**src/rtl/uart_instr_loader.sv**
```systemverilog
`timescale 1ns/1ps
// Boot loader: parses a length-prefixed UART frame into little-endian words written to imem, holding the CPU until done.
// Optional trailing XOR checksum byte enabled by defining LOADER_CHECKSUM_EN.
module uart_instr_loader #(
  parameter int ADDR_W         = 10,
  parameter int TIMEOUT_CYCLES = 1_000_000
) (
  input  logic              clk,
  input  logic              rst,
  input  logic              rx_data_valid,
  input  logic [7:0]        rx_data,
  output logic              rx_ack,
  output logic              imem_we,
  output logic [ADDR_W-1:0] imem_addr,
  output logic [31:0]       imem_wdata,
  output logic              cpu_hold,
  output logic              load_done,
  output logic              load_err
);

  typedef enum logic [2:0] {
    HDR0  = 3'd0,
    HDR1  = 3'd1,
    WORD  = 3'd2,
    WRITE = 3'd3,
`ifdef LOADER_CHECKSUM_EN
    CSUM  = 3'd4,
`endif
    DONE  = 3'd5,
    ERR   = 3'd6
  } state_t;

`ifdef LOADER_CHECKSUM_EN
  localparam state_t FINAL = CSUM;
`else
  localparam state_t FINAL = DONE;
`endif

  localparam logic [16:0] CAP = 17'(1) << ADDR_W;
  localparam int TO_W = (TIMEOUT_CYCLES > 1) ? $clog2(TIMEOUT_CYCLES) : 1;
  localparam logic [TO_W-1:0] TO_LAST = (TIMEOUT_CYCLES > 0) ? TO_W'(TIMEOUT_CYCLES - 1) : '0;

  state_t            state_q, state_d;
  logic              valid_d1;
  logic              ack_q;
  logic [7:0]        cnt_lo;
  logic [16:0]       words_left;
  logic [1:0]        byte_idx;
  logic [ADDR_W-1:0] addr;
  logic [31:0]       wdata;
  logic [TO_W-1:0]   to_cnt;
  logic              take;
  logic              to_state;
  logic              timeout;
  logic [16:0]       cnt_new;

  // One accept per rising edge of the valid level; terminal states swallow everything.
  assign take    = rx_data_valid & ~valid_d1 & (state_q != DONE) & (state_q != ERR);
  assign cnt_new = {1'b0, rx_data, cnt_lo};

`ifdef LOADER_CHECKSUM_EN
  logic [7:0] csum;
  assign to_state = (state_q == HDR1) | (state_q == WORD) | (state_q == CSUM);
`else
  assign to_state = (state_q == HDR1) | (state_q == WORD);
`endif

  assign timeout = (TIMEOUT_CYCLES != 0) && to_state && !take && (to_cnt == TO_LAST);

  always_ff @(posedge clk or posedge rst) begin
    if (rst) state_q <= HDR0;
    else     state_q <= state_d;
  end

  always_comb begin
    state_d = state_q;
    if (timeout) begin
      state_d = HDR0;
    end else begin
      case (state_q)
        HDR0:  if (take) state_d = HDR1;
        HDR1:  if (take) begin
                 if (cnt_new > CAP)       state_d = ERR;
                 else if (cnt_new == '0)  state_d = FINAL;
                 else                     state_d = WORD;
               end
        WORD:  if (take && byte_idx == 2'd3) state_d = WRITE;
        WRITE: state_d = (words_left == 17'd1) ? FINAL : WORD;
`ifdef LOADER_CHECKSUM_EN
        CSUM:  if (take) state_d = ((csum ^ rx_data) == 8'h00) ? DONE : ERR;
`endif
        default: state_d = state_q;
      endcase
    end
  end

  always_ff @(posedge clk or posedge rst) begin
    if (rst) begin
      valid_d1   <= 1'b0;
      ack_q      <= 1'b0;
      cnt_lo     <= '0;
      words_left <= '0;
      byte_idx   <= '0;
      addr       <= '0;
      wdata      <= '0;
      to_cnt     <= '0;
    end else begin
      valid_d1 <= rx_data_valid;
      ack_q    <= take;
      // WRITE is a single cycle inside a frame, so it neither advances nor clears the idle timer.
      if (take || timeout)   to_cnt <= '0;
      else if (to_state)     to_cnt <= to_cnt + 1'b1;
      else if (state_q != WRITE) to_cnt <= '0;

      if (timeout) begin
        byte_idx <= '0;
        addr     <= '0;
      end else begin
        case (state_q)
          HDR0: if (take) cnt_lo <= rx_data;
          HDR1: if (take) words_left <= cnt_new;
          WORD: if (take) begin
                  wdata[{byte_idx, 3'b000} +: 8] <= rx_data;
                  byte_idx <= byte_idx + 2'd1;
                end
          WRITE: begin
                   words_left <= words_left - 17'd1;
                   // Stop on the last word so a full-capacity image never wraps the address.
                   if (words_left != 17'd1) addr <= addr + 1'b1;
                 end
          default: ;
        endcase
      end
    end
  end

`ifdef LOADER_CHECKSUM_EN
  always_ff @(posedge clk or posedge rst) begin
    if (rst)          csum <= '0;
    else if (timeout) csum <= '0;
    else if (take)    csum <= csum ^ rx_data;
  end
`endif

  assign rx_ack     = ack_q;
  assign imem_we    = (state_q == WRITE);
  assign imem_addr  = addr;
  assign imem_wdata = wdata;
  assign cpu_hold   = (state_q != DONE);
  assign load_done  = (state_q == DONE);
  assign load_err   = (state_q == ERR);

endmodule

```
**config.mk**
```make
export PLATFORM = sky130hd
export DESIGN_NAME = uart_instr_loader
export DESIGN_NICKNAME = d
export VERILOG_FILES = /design/src/rtl/uart_instr_loader.sv
export SDC_FILE = /design/constraint.sdc
export NUM_CORES = 1
export LEC_CHECK = 0
export BUFFER_PORTS_ARGS = -buffer_cell sky130_fd_sc_hd__buf_4
export CAP_MARGIN = 10
export CORE_MARGIN = 2
export CORE_UTILIZATION = 55
export CTS_BUF_LIST = sky130_fd_sc_hd__clkbuf_8
export DETAILED_ROUTE_END_ITERATION = 8
export PLACE_DENSITY = 0.86
export SLEW_MARGIN = 20
export SYNTH_ARGS = -nofsm -noshare
export SYNTH_HDL_FRONTEND = slang
export SYNTH_SLANG_ARGS = --single-unit
```
**constraint.sdc**
```tcl
create_clock -name clk -period 3.1 [get_ports clk]
set_clock_uncertainty 0.2 [all_clocks]
set_input_delay 0.62 -clock clk [delete_from_list [all_inputs] [get_ports clk]]
set_output_delay 0.62 -clock clk [all_outputs]
set_load 0.1 [all_outputs]
```
Yosys cells after proc, flatten, opt, wreduce, memory -nomap -nowiden
Index checks and enable logic that the tools add are counted.
Cells by class
  add/subtract/negate cells: 5
  magnitude comparators: 1
  equal/unequal tests: 16
  shift-type cells: 2
  muxes and demuxes: 20
  bitwise operators: 6
  reduce and logical (&&, ||, !) cells: 20
Operators with widths (number)
  $mux 20: 3
  $pmux 17 s2: 1
  $bwmux 32: 1
  $shift 8x7->32 const A: 1
  $shiftx 8x7->32: 1
  $mux 10: 3
  $mux 3: 7
  $add 20x1->20 const B: 1
  $eq 20x20->1 const B: 1
  $eq 17x1->1 const B: 1
  $logic_not 17->1: 1
  $mux 17: 1
  $ne 17x1->1 const B: 1
  $sub 17x1->17 const B: 1
  $gt 16x11->1 const B: 1
  $ne 3x3->1 const B: 4
  $pmux 3 s4: 1
  $add 10x1->10 const B: 1
  $reduce_bool 2->1: 5
  $reduce_and 3->1: 3
  $neg 5->7: 1
  $eq 3x2->1 const B: 2
  $eq 3x3->1 const B: 2
  $mux 2: 3
  16 further kinds: 23
Storage, ports and cells
  register bits: 94
  input bits: 11
  output and inout bits: 47
  logic and storage cells: 79

Logic depth before layout (Yosys ltp)
Gate-level depths: netlist of run 1.
  word-level depth: 9
  gate-level depth with buffers: 8

Worst setup path before layout of run 1
OpenSTA, ideal clock, no wires.
  path type: register to output
  start point: register state_q[1]
  end point: output load_done
  arrival: 2354 ps
  data required time: 2280 ps
  setup slack: -74 ps
  cell stages (with the launch flop): 4
  path through: dfrtp_1 -> buf_6 -> nand3b_1 -> inv_1
On the way
  word-level cells in the longest chain between the ends: 1
Ends and longest elaborated chain
  start: declaration: RTL line 43  | state_t state_q, state_d;
  start signal: assignment: RTL line 72  | else state_q <= state_d;
  $eq 3x3->1: RTL line 150  | assign load_done = (state_q == DONE);
  end: declaration: RTL line 17  | output logic load_done,
Every way passes these cells.

Final worst setup path of run 1
  start point: register state_q[0]
  end point: output imem_we
On the way
  word-level cells in the longest chain between the ends: 1
Ends and longest elaborated chain
  $eq 3x2->1: RTL line 146  | assign imem_we = (state_q == WRITE);
  end: declaration: RTL line 13  | output logic imem_we,
Every way passes these cells.

==> summary.txt, run 1 <==
Status
  • Status: finished, final reports clean

Place
  • Post-DP HPWL: 7670 um
  • Place WS: 592 ps
  • Placed Instance Area: 5300 sq um
  • Placed cells: 656
  • Port bufs: 57
  • Gpl congestion: 0.863

Yosys
  • Top cells by area, synth: dfrtp_1 49%, nand2_1 7.3%, o21ai_0 5.2%
  • Cells after Synth: 508
  • Top-area cell type share of the netlist area: 0.489
  • EDFF count, synth: 0
  • Commonest cells post-synth: 94 x dfrtp_1, 93 x nand2_1, 50 x o21ai_0, 47 x nor2_1, 21 x a21oi_1
  • Cell variety after synth: 58
  • Synth Area per Inst: 9.48 sq um
  • Post-synthesis register bit count: 94
  • Area leader, netlist: dfrtp_1
  • Post-Syn Nets: 528
  • Most frequent cell after synthesis: dfrtp_1
  • Async SR Flop Fraction: 1.00
  • Top FF cell, synth: dfrtp_1
  • Syn Std Cell Area: 4810 sq um
  • Synth warn: 0
  • Sequential area share after synthesis: 0.489

GRT
  • Total gr overflow: 0
  • Largest net degree at the start of global routing: 64
  • First-pass GRT wire length: 18900 um
  • Total track usage: 0.246
  • Initial antenna violation count: 0
  • Vias in the first global route: 3832

Timing
  • Setup TNS: 0 ps
  • Slew HR: 0.355
  • Tightest Pin Transition: 959 ps
  • Hold slack: 138 ps
  • Setup violators final: 0
  • Post-layout minimum cycle time: 2910 ps
  • Max-slew violations: 0
  • RSZ-0062 raised after global routing: false
  • Setup WS post-layout: 195 ps
  • Peak Freq: 344 MHz
  • Fin crit share: 0.937
  • Final Hold Vio Count: 0

Clock tree
  • H-Tree Depth: 3
  • Sink Count: 94
  • Num CTS Buffers: 9
  • Cts hold-fix bufs: 0
  • Setup bufs post-CTS: 0
  • Clock transition at the registers of the reported paths: 100 ps
  • Later-pin clock latency in the skew report: 360 ps
  • Clock buffer depth: 2
  • TritonCTS clock tree: yes
  • CTS resizes: 0
  • Clock root buffer: clkbuf_8

Worst hold path
  • Hold Crit Class: input pin to asynchronous set/reset pin

Critical path
  • Crit Path Max Fanout: 20
  • Worst path arrival time: 2090 ps
  • Crit path largest cell delay: 590 ps
  • Worst reg2reg startpoint: state_q[2]$_DFFE_PP0P_
  • Internal reg-to-reg setup slack: 580 ps
  • Kind of critical path: register to output port
  • R2R Path End: to_cnt[17]$_DFFE_PP0P_
  • Critical path, cell by cell: nand3b_4, inv_1, buf_4
  • Worst path slowest cell: dfrtp_1
  • Reg2reg path depth: 6
  • Worst setup SP type: register
  • WP data required: 2280 ps
  • Crit end category: output port

Drt
  • Post-route ant nets: 0
  • WL per Instance: 16.6 um
  • Via-per-instance ratio: 5.86
  • Via count: 3938
  • Drt first pass iters: 5
  • Residual DRC: 0
  • Total wire length: 11200 um
  • Initial DRC count: 300

Die
  • Die area: 9520 sq um
  • IO Pins: 58
  • Die H: 97.6 um
  • Core Area: 8590 sq um
  • Initial Utilization: 0.560
  • Die width: 97.6 um
  • # rows: 34

Run
  • Max_cap viols: 0

Final layout
  • Syn-to-layout area delta: 14.7%
  • Post-route insts no fill: 672
  • FILL cells: 685
  • Finished Core Util: 0.642
  • Post-layout instance area: 5520 sq um
  • Nets: 579
  • Fraction of layout cells with a size suffix above 1: 0.193
  • Diode count: 0

Power
  • Cell Pwr Density: 397 nW/um^2
  • Worst vdd ir: 0.000245 V
  • PnR Total Power: 2.19 mW
  • Static Leak: 2.43 nW
## final cells by class
type / instances / area, sq um / area share
flip-flops and latches: 94 / 2350 / 0.426
multi-input cells: 377 / 2260 / 0.409
repair buffers: 66 / 508 / 0.0920
clock buffers: 11 / 151 / 0.0274
well taps: 108 / 135 / 0.0245
clock inverters: 5 / 65.1 / 0.0118
inverters: 11 / 48.8 / 0.00884
## sequential cells by signal, summed over array words and instances, names as in the netlist
register and flops:
imem_wdata 32, imem_addr 10, state_q 3, byte_idx 2, valid_d1 1, cnt_lo 8, rx_ack 1, words_left 17
to_cnt 20
## worst max-delay path: cells and delay by family, from the launching register on
family                 cells  cell delay (ps)
and+or+nand+nor            1              320
DFF                        1              590
buffers and inverters      2              800
## power breakdown
group | switching [mW] | total [mW] | internal (mW)
registers | 0.00545 | 1.24 | 1.23
clock network | 0.449 | 0.873 | 0.424
logic | 0.0568 | 0.0811 | 0.0242
total | 0.511 | 2.19 | 1.68
## cells by family (layout without fill, tap and decap cells)
| group | Yosys count | in the layout | synth area share |
|---|---|---|---|
| simple gates | 219 | 219 | 0.233 |
| compound gates | 108 | 108 | 0.132 |
| flops | 94 | 94 | 0.489 |
| buf+inv | 37 | 93 | 0.0418 |
| xor+xnor | 26 | 26 | 0.0473 |
| mux | 15 | 15 | 0.0338 |
| fa+ha+maj | 9 | 9 | 0.0234 |
## metal layers
| metal | GRT usage | vias up | share of wire |
|---|---|---|---|
| met2 | 0.375 | 130 | 0.48 |
| met5 | 0 | - | 0 |
| met1 | 0.349 | 1912 | 0.44 |
| met3 | 0.0496 | 22 | 0.061 |
| met4 | 0.0951 | 0 | 0.021 |
| li1 | - | 1874 | - |
## cells in the final DEF (no fill, tap or decap), types with 6 or more instances in the layout
master,Yosys,final
a21oi_1,21,21
and3_1,8,8
buf_4,2,65
clkbuf_8,0,11
dfrtp_1,94,94
ha_1,9,9
inv_1,11,9
mux2_2,10,10
nand2_1,93,93
nand3_1,15,15
nand4_1,7,7
nor2_1,47,47
nor3_1,8,8
nor4_1,6,6
o21ai_0,50,50
o22ai_1,11,11
xnor2_1,6,6
xor2_1,20,20
## worst max path at each step
stage | from | slack (ps) | to | cells past startpoint
6_report | state_q[0]$_DFFE_PP0P_ | 190 | imem_we | 3
5_1_grt | state_q[0]$_DFFE_PP0P_ | 80 | imem_we | 3
2_1_floorplan | state_q[1]$_DFFE_PP0P_ | 70 | load_done | 3
4_1_cts | state_q[0]$_DFFE_PP0P_ | 220 | imem_we | 3
3_5_place_dp | rx_data_valid | 590 | state_q[0]$_DFFE_PP0P_ | 5
3_3_place_gp | rx_data_valid | 660 | state_q[0]$_DFFE_PP0P_ | 5
Note: power is estimated with default switching activity, not from simulation.
==> inputs of run 2 (changes only) <==
Settings changed: CORE_ASPECT_RATIO from default to 1.4.
==> run 2 against run 1 <==
Effect of this change: routed wire length grew 1.3%; via count shrank 0.61%; critical path depth is the same; total power grew 0.30%; sequential power is essentially flat; die area grew 0.11%; fmax grew 1.8%; highest routed layer unchanged.
==> summary.txt, run 2 (synthesis gave the netlist of run 1 again) <==
Status
  • Status: finished, final reports clean

Critical path
  • Worst reg2reg startpoint: state_q[1]$_DFFE_PP0P_
  • Crit end category: output port
  • CP startpoint: state_q[1]$_DFFE_PP0P_
  • WP data required: 2280 ps
  • Crit Path Max Fanout: 20
  • Worst path arrival time: 2030 ps
  • Worst setup SP type: register
  • Kind of critical path: register to output port
  • Internal reg-to-reg setup slack: 610 ps

Drt
  • Initial DRC count: 391
  • Via count: 3914
  • Via-per-instance ratio: 5.85
  • Drt first pass iters: 5
  • WL per Instance: 16.9 um
  • Total wire length: 11300 um
  • Post-route ant nets: 0
  • Residual DRC: 0

Power
  • Cell Pwr Density: 399 nW/um^2
  • Clock share of power: 0.401
  • Net switching power: 0.549 mW
  • Flop pwr share: 0.564
  • Static Leak: 2.43 nW
  • Sw frac: 0.250
  • Worst vdd ir: 0.000273 V
  • PnR Total Power: 2.20 mW
  • Comb power frac: 0.036
  • Design internal power: 1.65 mW

Final layout
  • Max FFs per register: 32
  • Syn-to-layout area delta: 14.5%
  • Fraction of layout cells with a size suffix above 1: 0.193
  • Commonest non-fill, non-tap cell in the layout: dfrtp_1
  • Nets: 579
  • Diode count: 0
  • Most frequent cells in the layout: 94 x dfrtp_1, 93 x nand2_1, 65 x buf_4
  • Post-route insts no fill: 669

GRT
  • Total track usage: 0.249
  • Initial antenna violation count: 0
  • Vias in the first global route: 3810
  • Total gr overflow: 0
  • Largest net degree at the start of global routing: 95
  • First-pass GRT wire length: 18700 um

Die
  • # rows: 40
  • Die H: 115 um
  • Core Area: 8560 sq um
  • Die width: 83.1 um
  • Die area: 9530 sq um
  • Initial Utilization: 0.562
  • IO Pins: 58

Place
  • Gpl congestion: 0.879
  • Placed cells: 653
  • Post-DP HPWL: 7960 um
  • Port bufs: 57

Clock tree
  • CTS resizes: 0
  • Clock root buffer: clkbuf_8
  • Clock transition at the registers of the reported paths: 100 ps
  • Later-pin clock latency in the skew report: 380 ps
  • Num CTS Buffers: 9
  • Clock buffer depth: 2
  • Cts hold-fix bufs: 0
  • TritonCTS clock tree: yes
  • Setup bufs post-CTS: 0
  • Sink Count: 94
  • H-Tree Depth: 3

Timing
  • Fin crit share: 0.920
  • Setup violators final: 0
  • Max-slew violations: 0
  • Setup TNS: 0 ps
  • Post-layout minimum cycle time: 2850 ps
  • Peak Freq: 351 MHz
  • Hold slack: 148 ps
  • Slew HR: 0.381
  • Final Hold Vio Count: 0
  • Tightest Pin Transition: 926 ps
  • RSZ-0062 raised after global routing: false

Run
  • Max_cap viols: 0

Worst hold path
  • Hold Crit Class: input pin to asynchronous set/reset pin
==> run 2: critical path: stages (launching register included) <==
cell	delay (ps)
dfrtp_1	800
nand3b_4	240
inv_1	270
buf_4	340
==> run 2: final timing paths <==
check / end / cells after the start
worst max-delay path: imem_we / 3
worst min-delay path: to_cnt[1]$_DFFE_PP0P_ / 3
worst max register to register: imem_addr[9]$_DFFE_PP0P_ / 6
worst min register to register: imem_wdata[1]$_DFFE_PP0P_ / 2
max in group asynchronous: to_cnt[4]$_DFFE_PP0P_ / 3
min in group clk: valid_d1$_DFF_PP0_ / 1
==> run 2: power groups by stage <==
stage	Combinational, mW	Clock [mW]	Sequential [mW]
after global placement	0.0779	0	1.26
final	0.0785	0.880	1.24
after CTS	0.0800	0.902	1.24
after floorplan	0.0397	0	1.26
after global routing	0.0868	0.938	1.24
after detailed placement	0.0799	0	1.26
==> run 2: area by class of cell <==
class,count,area (sq um)
fillers,669,3050
clock buffers,9,124
multi-input cells,377,2260
repair buffers,66,508
well taps,105,131
inverters,11,48.8
clock inverters,7,88.8
flip-flops and latches,94,2350
==> run 2: per-stage QoR <==
stage	instance area (sq um)	utilization	worst slack, ps
final	5510	0.644	247
after global routing	5510	0.644	116
after global placement	5300	0.619	687
after floorplan	4820	-	74.9
after CTS	5510	0.644	222
after detailed placement	5300	0.619	653
==> run 2: per-layer routing <==
metal  share of wire  up-vias  GRT usage
met4           0.036        0      0.153
met1            0.38     1901      0.289
met2            0.53      115      0.426
li1                -     1871          -
met3           0.047       27     0.0469
met5               0        -          0
